--- config.mk ---
export PLATFORM = sky130hd
export DESIGN_NAME = seg7_readback
export DESIGN_NICKNAME = d
export VERILOG_FILES = /design/src/rtl/seg7_readback.sv
export SDC_FILE = /design/constraint.sdc
export NUM_CORES = 1
export LEC_CHECK = 0
export CAP_MARGIN = 20
export CORE_ASPECT_RATIO = 1.4
export CORE_MARGIN = 4
export CORE_UTILIZATION = 40
export DETAILED_ROUTE_END_ITERATION = 7
export GPL_TIMING_DRIVEN = 0
export PLACE_DENSITY = 0.59
export SLEW_MARGIN = 20
export SYNTH_ARGS = -nofsm -noshare
export SYNTH_HDL_FRONTEND = slang
export SYNTH_SLANG_ARGS = --single-unit
--- constraint.sdc ---
create_clock -name clk -period 3.85 [get_ports clk]
set_clock_uncertainty 0.1 [all_clocks]
set_input_delay 1.155 -clock clk [delete_from_list [all_inputs] [get_ports clk]]
set_output_delay 1.155 -clock clk [all_outputs]
set_load 0.02 [all_outputs]
--- src/rtl/seg7_readback.sv ---
// seg7_readback
// Decodes the active-low tens/ones segment buses of the tally display back
// into a binary value so the display path can be self-checked. A pattern must
// hold unchanged for STABLE_CYCLES clocks before it is decoded. Each decode
// raises a one-cycle update strobe and advances a wrapping update counter.
//
// Parameters
//   STABLE_CYCLES  unchanged cycles needed before a decode (1..255)
//   CNT_W          width of upd_cnt
// Ports
//   clk      in   rising-edge system clock
//   rst_n    in   asynchronous active-low reset
//   seg_t    in   [6:0] tens-digit segments, active-low, bit6=g .. bit0=a
//   seg_o    in   [6:0] ones-digit segments, same encoding
//   value    out  [6:0] last successfully decoded value, 0..99
//   upd      out  one-cycle pulse when a stable pattern has been decoded
//   err      out  last stable pattern held a non-digit in either position
//   stable   out  current input has passed the stability filter
//   upd_cnt  out  [CNT_W-1:0] count of upd pulses since reset, wraps
module seg7_readback #(
   parameter int STABLE_CYCLES = 4,
   parameter int CNT_W         = 8
) (
   input  logic             clk,
   input  logic             rst_n,
   input  logic [6:0]       seg_t,
   input  logic [6:0]       seg_o,
   output logic [6:0]       value,
   output logic             upd,
   output logic             err,
   output logic             stable,
   output logic [CNT_W-1:0] upd_cnt
);

   typedef enum logic {SETTLE, STABLE} state_t;

   localparam logic [7:0] CNT_LAST = 8'(STABLE_CYCLES - 1);

   state_t           state, state_next;
   logic [6:0]       last_t, last_t_next;
   logic [6:0]       last_o, last_o_next;
   logic [7:0]       cnt, cnt_next;
   logic [6:0]       value_next;
   logic             upd_next;
   logic             err_next;
   logic             stable_next;
   logic [CNT_W-1:0] upd_cnt_next;
   logic [4:0]       dec_t, dec_o;
   logic             changed;

   // Returns {valid, digit}; anything outside the ten digit glyphs is invalid.
   function automatic logic [4:0] decode_digit(input logic [6:0] seg);
      case (seg)
         7'b1000000: decode_digit = {1'b1, 4'd0};
         7'b1111001: decode_digit = {1'b1, 4'd1};
         7'b0100100: decode_digit = {1'b1, 4'd2};
         7'b0110000: decode_digit = {1'b1, 4'd3};
         7'b0011001: decode_digit = {1'b1, 4'd4};
         7'b0010010: decode_digit = {1'b1, 4'd5};
         7'b0000010: decode_digit = {1'b1, 4'd6};
         7'b1111000: decode_digit = {1'b1, 4'd7};
         7'b0000000: decode_digit = {1'b1, 4'd8};
         7'b0010000: decode_digit = {1'b1, 4'd9};
         default:    decode_digit = 5'b0_0000;
      endcase
   endfunction

   // Decoding the latched copy is equivalent to decoding the inputs whenever
   // no change is seen, which is the only time the result is used.
   assign dec_t   = decode_digit(last_t);
   assign dec_o   = decode_digit(last_o);
   assign changed = ({seg_t, seg_o} != {last_t, last_o});

   always_ff @(posedge clk or negedge rst_n) begin
      if (!rst_n) begin
         state   <= SETTLE;
         last_t  <= 7'h7F;
         last_o  <= 7'h7F;
         cnt     <= 8'd0;
         value   <= 7'd0;
         upd     <= 1'b0;
         err     <= 1'b0;
         stable  <= 1'b0;
         upd_cnt <= '0;
      end else begin
         state   <= state_next;
         last_t  <= last_t_next;
         last_o  <= last_o_next;
         cnt     <= cnt_next;
         value   <= value_next;
         upd     <= upd_next;
         err     <= err_next;
         stable  <= stable_next;
         upd_cnt <= upd_cnt_next;
      end
   end

   always_comb begin
      state_next   = state;
      last_t_next  = last_t;
      last_o_next  = last_o;
      cnt_next     = cnt;
      value_next   = value;
      upd_next     = 1'b0;
      err_next     = err;
      stable_next  = stable;
      upd_cnt_next = upd_cnt;

      if (changed) begin
         // Any movement on the buses restarts the filter, whatever the state.
         last_t_next = seg_t;
         last_o_next = seg_o;
         cnt_next    = 8'd0;
         state_next  = SETTLE;
         stable_next = 1'b0;
      end else begin
         case (state)
            SETTLE: begin
               if (cnt == CNT_LAST) begin
                  state_next   = STABLE;
                  stable_next  = 1'b1;
                  upd_next     = 1'b1;
                  upd_cnt_next = upd_cnt + 1'b1;
                  if (dec_t[4] && dec_o[4]) begin
                     value_next = 7'(dec_t[3:0]) * 7'd10 + 7'(dec_o[3:0]);
                     err_next   = 1'b0;
                  end else begin
                     err_next   = 1'b1;
                  end
               end else begin
                  cnt_next = cnt + 8'd1;
               end
            end
            STABLE: begin
               // Pattern already reported; hold everything.
            end
            default: state_next = SETTLE;
         endcase
      end
   end

endmodule
==> flow_summary_export.csv <==
group,metric,value,unit
finish,n_antenna_cell,0,
worst_hold_path,worstHoldStart,"upd_cnt[7]",
global_route,grt_pass1_vias,1771,
synthesis,syn_area,0.00238,mm2
finish,stdcell_count,343,
synthesis,syn_area_per_cell,10.3,um2
clock_tree,cts.sinks,41,
synthesis,synth_edf_count,0,
worst_hold_path,hold_class,"reg2reg",
clock_tree,cts_root_buf,"clkbuf_8",
clock_tree,post_cts_resize_count,0,
synthesis,synthFlopType,"dfrtp_1",
synthesis,ys_seq_area_share,43.8,%
synthesis,ys_seq_elements,41,
floorplanning,die-area,0.00728,mm2
synthesis,syn_inst,231,
critical_path,reg2reg_setup_slack,0.53,ns
finish,area_growth,23.0,%
clock_tree,post-cts-setup-buffers,0,
timing,timing.final.ws_setup,0.533,ns
placed_design,gp_congestion,0.826,
status,outcome,"completed",
clock_tree,numCtsBuffers,5,
critical_path,crit_path_start_kind,"register",
timing,worstMarginPinSlew,0.750,ns
synthesis,syn_nets,257,
placed_design,pre_cts_ws,0.504,ns
critical_path,r2r_start,"last_t[5]",
timing,finalCriticalPeriod,3.32,ns
detailed_routing,dr.pass1.iters,4,
synthesis,netlist_top_cells_area,"dfrtp_1, dfstp_2, xnor2_1",
global_route,grt_max_degree,26,
clock_tree,hold_buffers,0,
timing,hold_slack,0.373,ns
detailed_routing,routed_wl,4660,um
pwr,p_per_area,306,mW/mm2
finish,drive_above_1_share,17.6,%
placed_design,dp_hpwl,3460,um
floorplanning,dieWidth,73.2,um
critical_path,crit_arrival,3.40,ns
detailed_routing,drc_errors,0,
floorplanning,die_h,99.3,um
clock_tree,cts_tree,"yes",
floorplanning,core_area,0.00582,mm2
placed_design,io_buffer_count,33,
timing,setup_violations,0,
synthesis,yosys_warnings,0,
timing,slew_violations,0,
finish,nNetsFinal,298,
floorplanning,io_pins,34,
critical_path,r2r_end,"value[6]",
placed_design,numPlacedInstances,335,
timing,rsz0062_at_grt,"false",
critical_path,critPathCaptureType,"register",
timing,finalCritPeriodShare,86.1,%
detailed_routing,vias,1735,
clock_tree,clk_pin_slew,0.08,ns
global_route,antenna_found_initial,0,
floorplanning,std_cell_rows,33,
synthesis,synth_cell_types,49,
critical_path,critPathKind,"reg2reg",
detailed_routing,first_iter_violations,76,
critical_path,worst-path-max-fanout,7,
detailed_routing,ant_nets,0,
floorplanning,start_util,40.9,%
synthesis,async_reset_ff_share,100,%
pwr,power,0.896,mW
clock_tree,worstSkewPairLatency,0.29,ns
timing,max_freq,0.302,GHz
pwr,ir_drop,192,uV
synthesis,yosys.area.top_type_share,28.3,%
worst_hold_path,whs_path_depth,1,
critical_path,required,3.94,ns
global_route,grt_pass1_wl,8070,um
detailed_routing,viasPerCell,5.06,
clock_tree,cts_max_path_buffers,2,
pwr,p_leak,1.26,nW
global_route,grt-ovfl-total,0,
synthesis,yosys.area.top_type,"dfrtp_1",
worst_hold_path,whs_endpoint,"upd_cnt[7]",
flow_run,drv_cap,0,
timing,hold_viol,0,
timing,slew-limit-headroom,49.4,%
global_route,grt_use_total,14.1,%
detailed_routing,avgRoutedWirePerCell,13.6,um
clock_tree,h-tree-depth,2,
timing,fin_setup_tns,0,ns
critical_path,reg2reg_depth,12,
-- where the power goes --
part | internal, mW | total, mW | switching (mW)
sequential | 0.444 | 0.447 | 0.00374
clock | 0.194 | 0.353 | 0.159
combinational | 0.0445 | 0.0958 | 0.0514
-- cell usage in the layout, fill, tap and decap left out, types with 3 or more instances in the layout --
cell type	netlist	final
a21oi_1	5	5
a31oi_1	3	3
and3_1	4	4
buf_2	4	5
buf_6	4	4
clkbuf_1	21	21
clkbuf_8	0	5
clkdlybuf4s50_1	0	32
dfrtp_1	27	27
dfstp_2	14	14
ha_1	8	8
inv_1	4	4
mux2_4	7	7
nand2_1	13	13
nand4_1	8	8
nand4b_1	3	3
nor2_1	27	27
nor3_1	6	6
nor4_1	3	3
xnor2_1	20	20
xor2_1	15	15
-- flip-flops by register name, summed over array words and instances, names as in the netlist --
name     cells
state        1
upd          1
stable       1
last_t       7
last_o       7
err          1
cnt          8
value        7
upd_cnt      8
-- synthesized netlist by cell type, drive strengths merged, types with 2 or more instances --
library cell and n:
a2111oi 2, a21o 2, a21oi 5, a31oi 3, and3 4, buf 9, clkbuf 21, dfrtp 27
dfstp 14, fa 2, ha 8, inv 4, mux2 8, nand2 13, nand2b 2, nand3 2
nand4 8, nand4b 3, nor2 27, nor2b 2, nor3 6, nor4 4, or3 2, or4 2
xnor2 20, xor2 15
-- per-layer routing --
metal  global-route usage [%]  wire length (um)
met1                     16.6              1930
met2                     23.7              2400
met3                     3.44               202
met4                     6.39               124
met5                        0                 0
-- kinds of logic (layout without fill, tap and decap cells) --
kind of cell	count (synthesis)	count (layout)	share of synthesized area [%]
compound gates	21	21	6.82
simple gates	81	81	18.4
mux	9	9	5.30
flops	41	41	43.8
buf+inv	34	76	6.98
fa+ha+maj	10	10	5.88
xor+xnor	35	35	12.9
-- metrics by stage --
step | area [um2] | utilization [%]
after floorplan | 2380 | -
after detailed placement | 2820 | 48.4
after CTS | 2930 | 50.4
after global placement | 2800 | 48.1
after global routing | 2930 | 50.4
final | 2930 | 50.4
-- how the worst max path moves through the flow --
stage,from,to,slack [ns],depth (start not counted)
finish,last_t[5],value[6],0.53,12
global route,last_t[5],value[6],0.26,12
CTS,last_t[5],value[6],0.48,12
detailed placement,last_t[5],value[6],0.50,12
global placement,rst_n,upd_cnt[5],0.40,1
floorplan,last_t[5],value[6],0.81,12
-- worst max-delay path, cell delays in order (launching register included) --
cell and delay [ns]:
dfstp_2 0.52, clkbuf_1 0.25, nand2_1 0.10, nor2_1 0.10
a21oi_1 0.05, o41ai_1 0.69, ha_1 0.28, ha_1 0.16
fa_1 0.44, nand2_1 0.09, nor2_1 0.04, xnor2_1 0.13
mux2_4 0.25
-- final cells by class --
cell class                      instances  area (um2)
Inverter                                4        15.0
Sequential cell                        41        1040
Tap cell                               70        87.6
Buffer                                 30         151
Fill cell                             560        2890
Timing Repair Buffer                   34         345
Multi-Input combinational cell        156        1170
Clock inverter                          3        46.3
Clock buffer                            5        68.8
(Power assumes the default switching activity.)
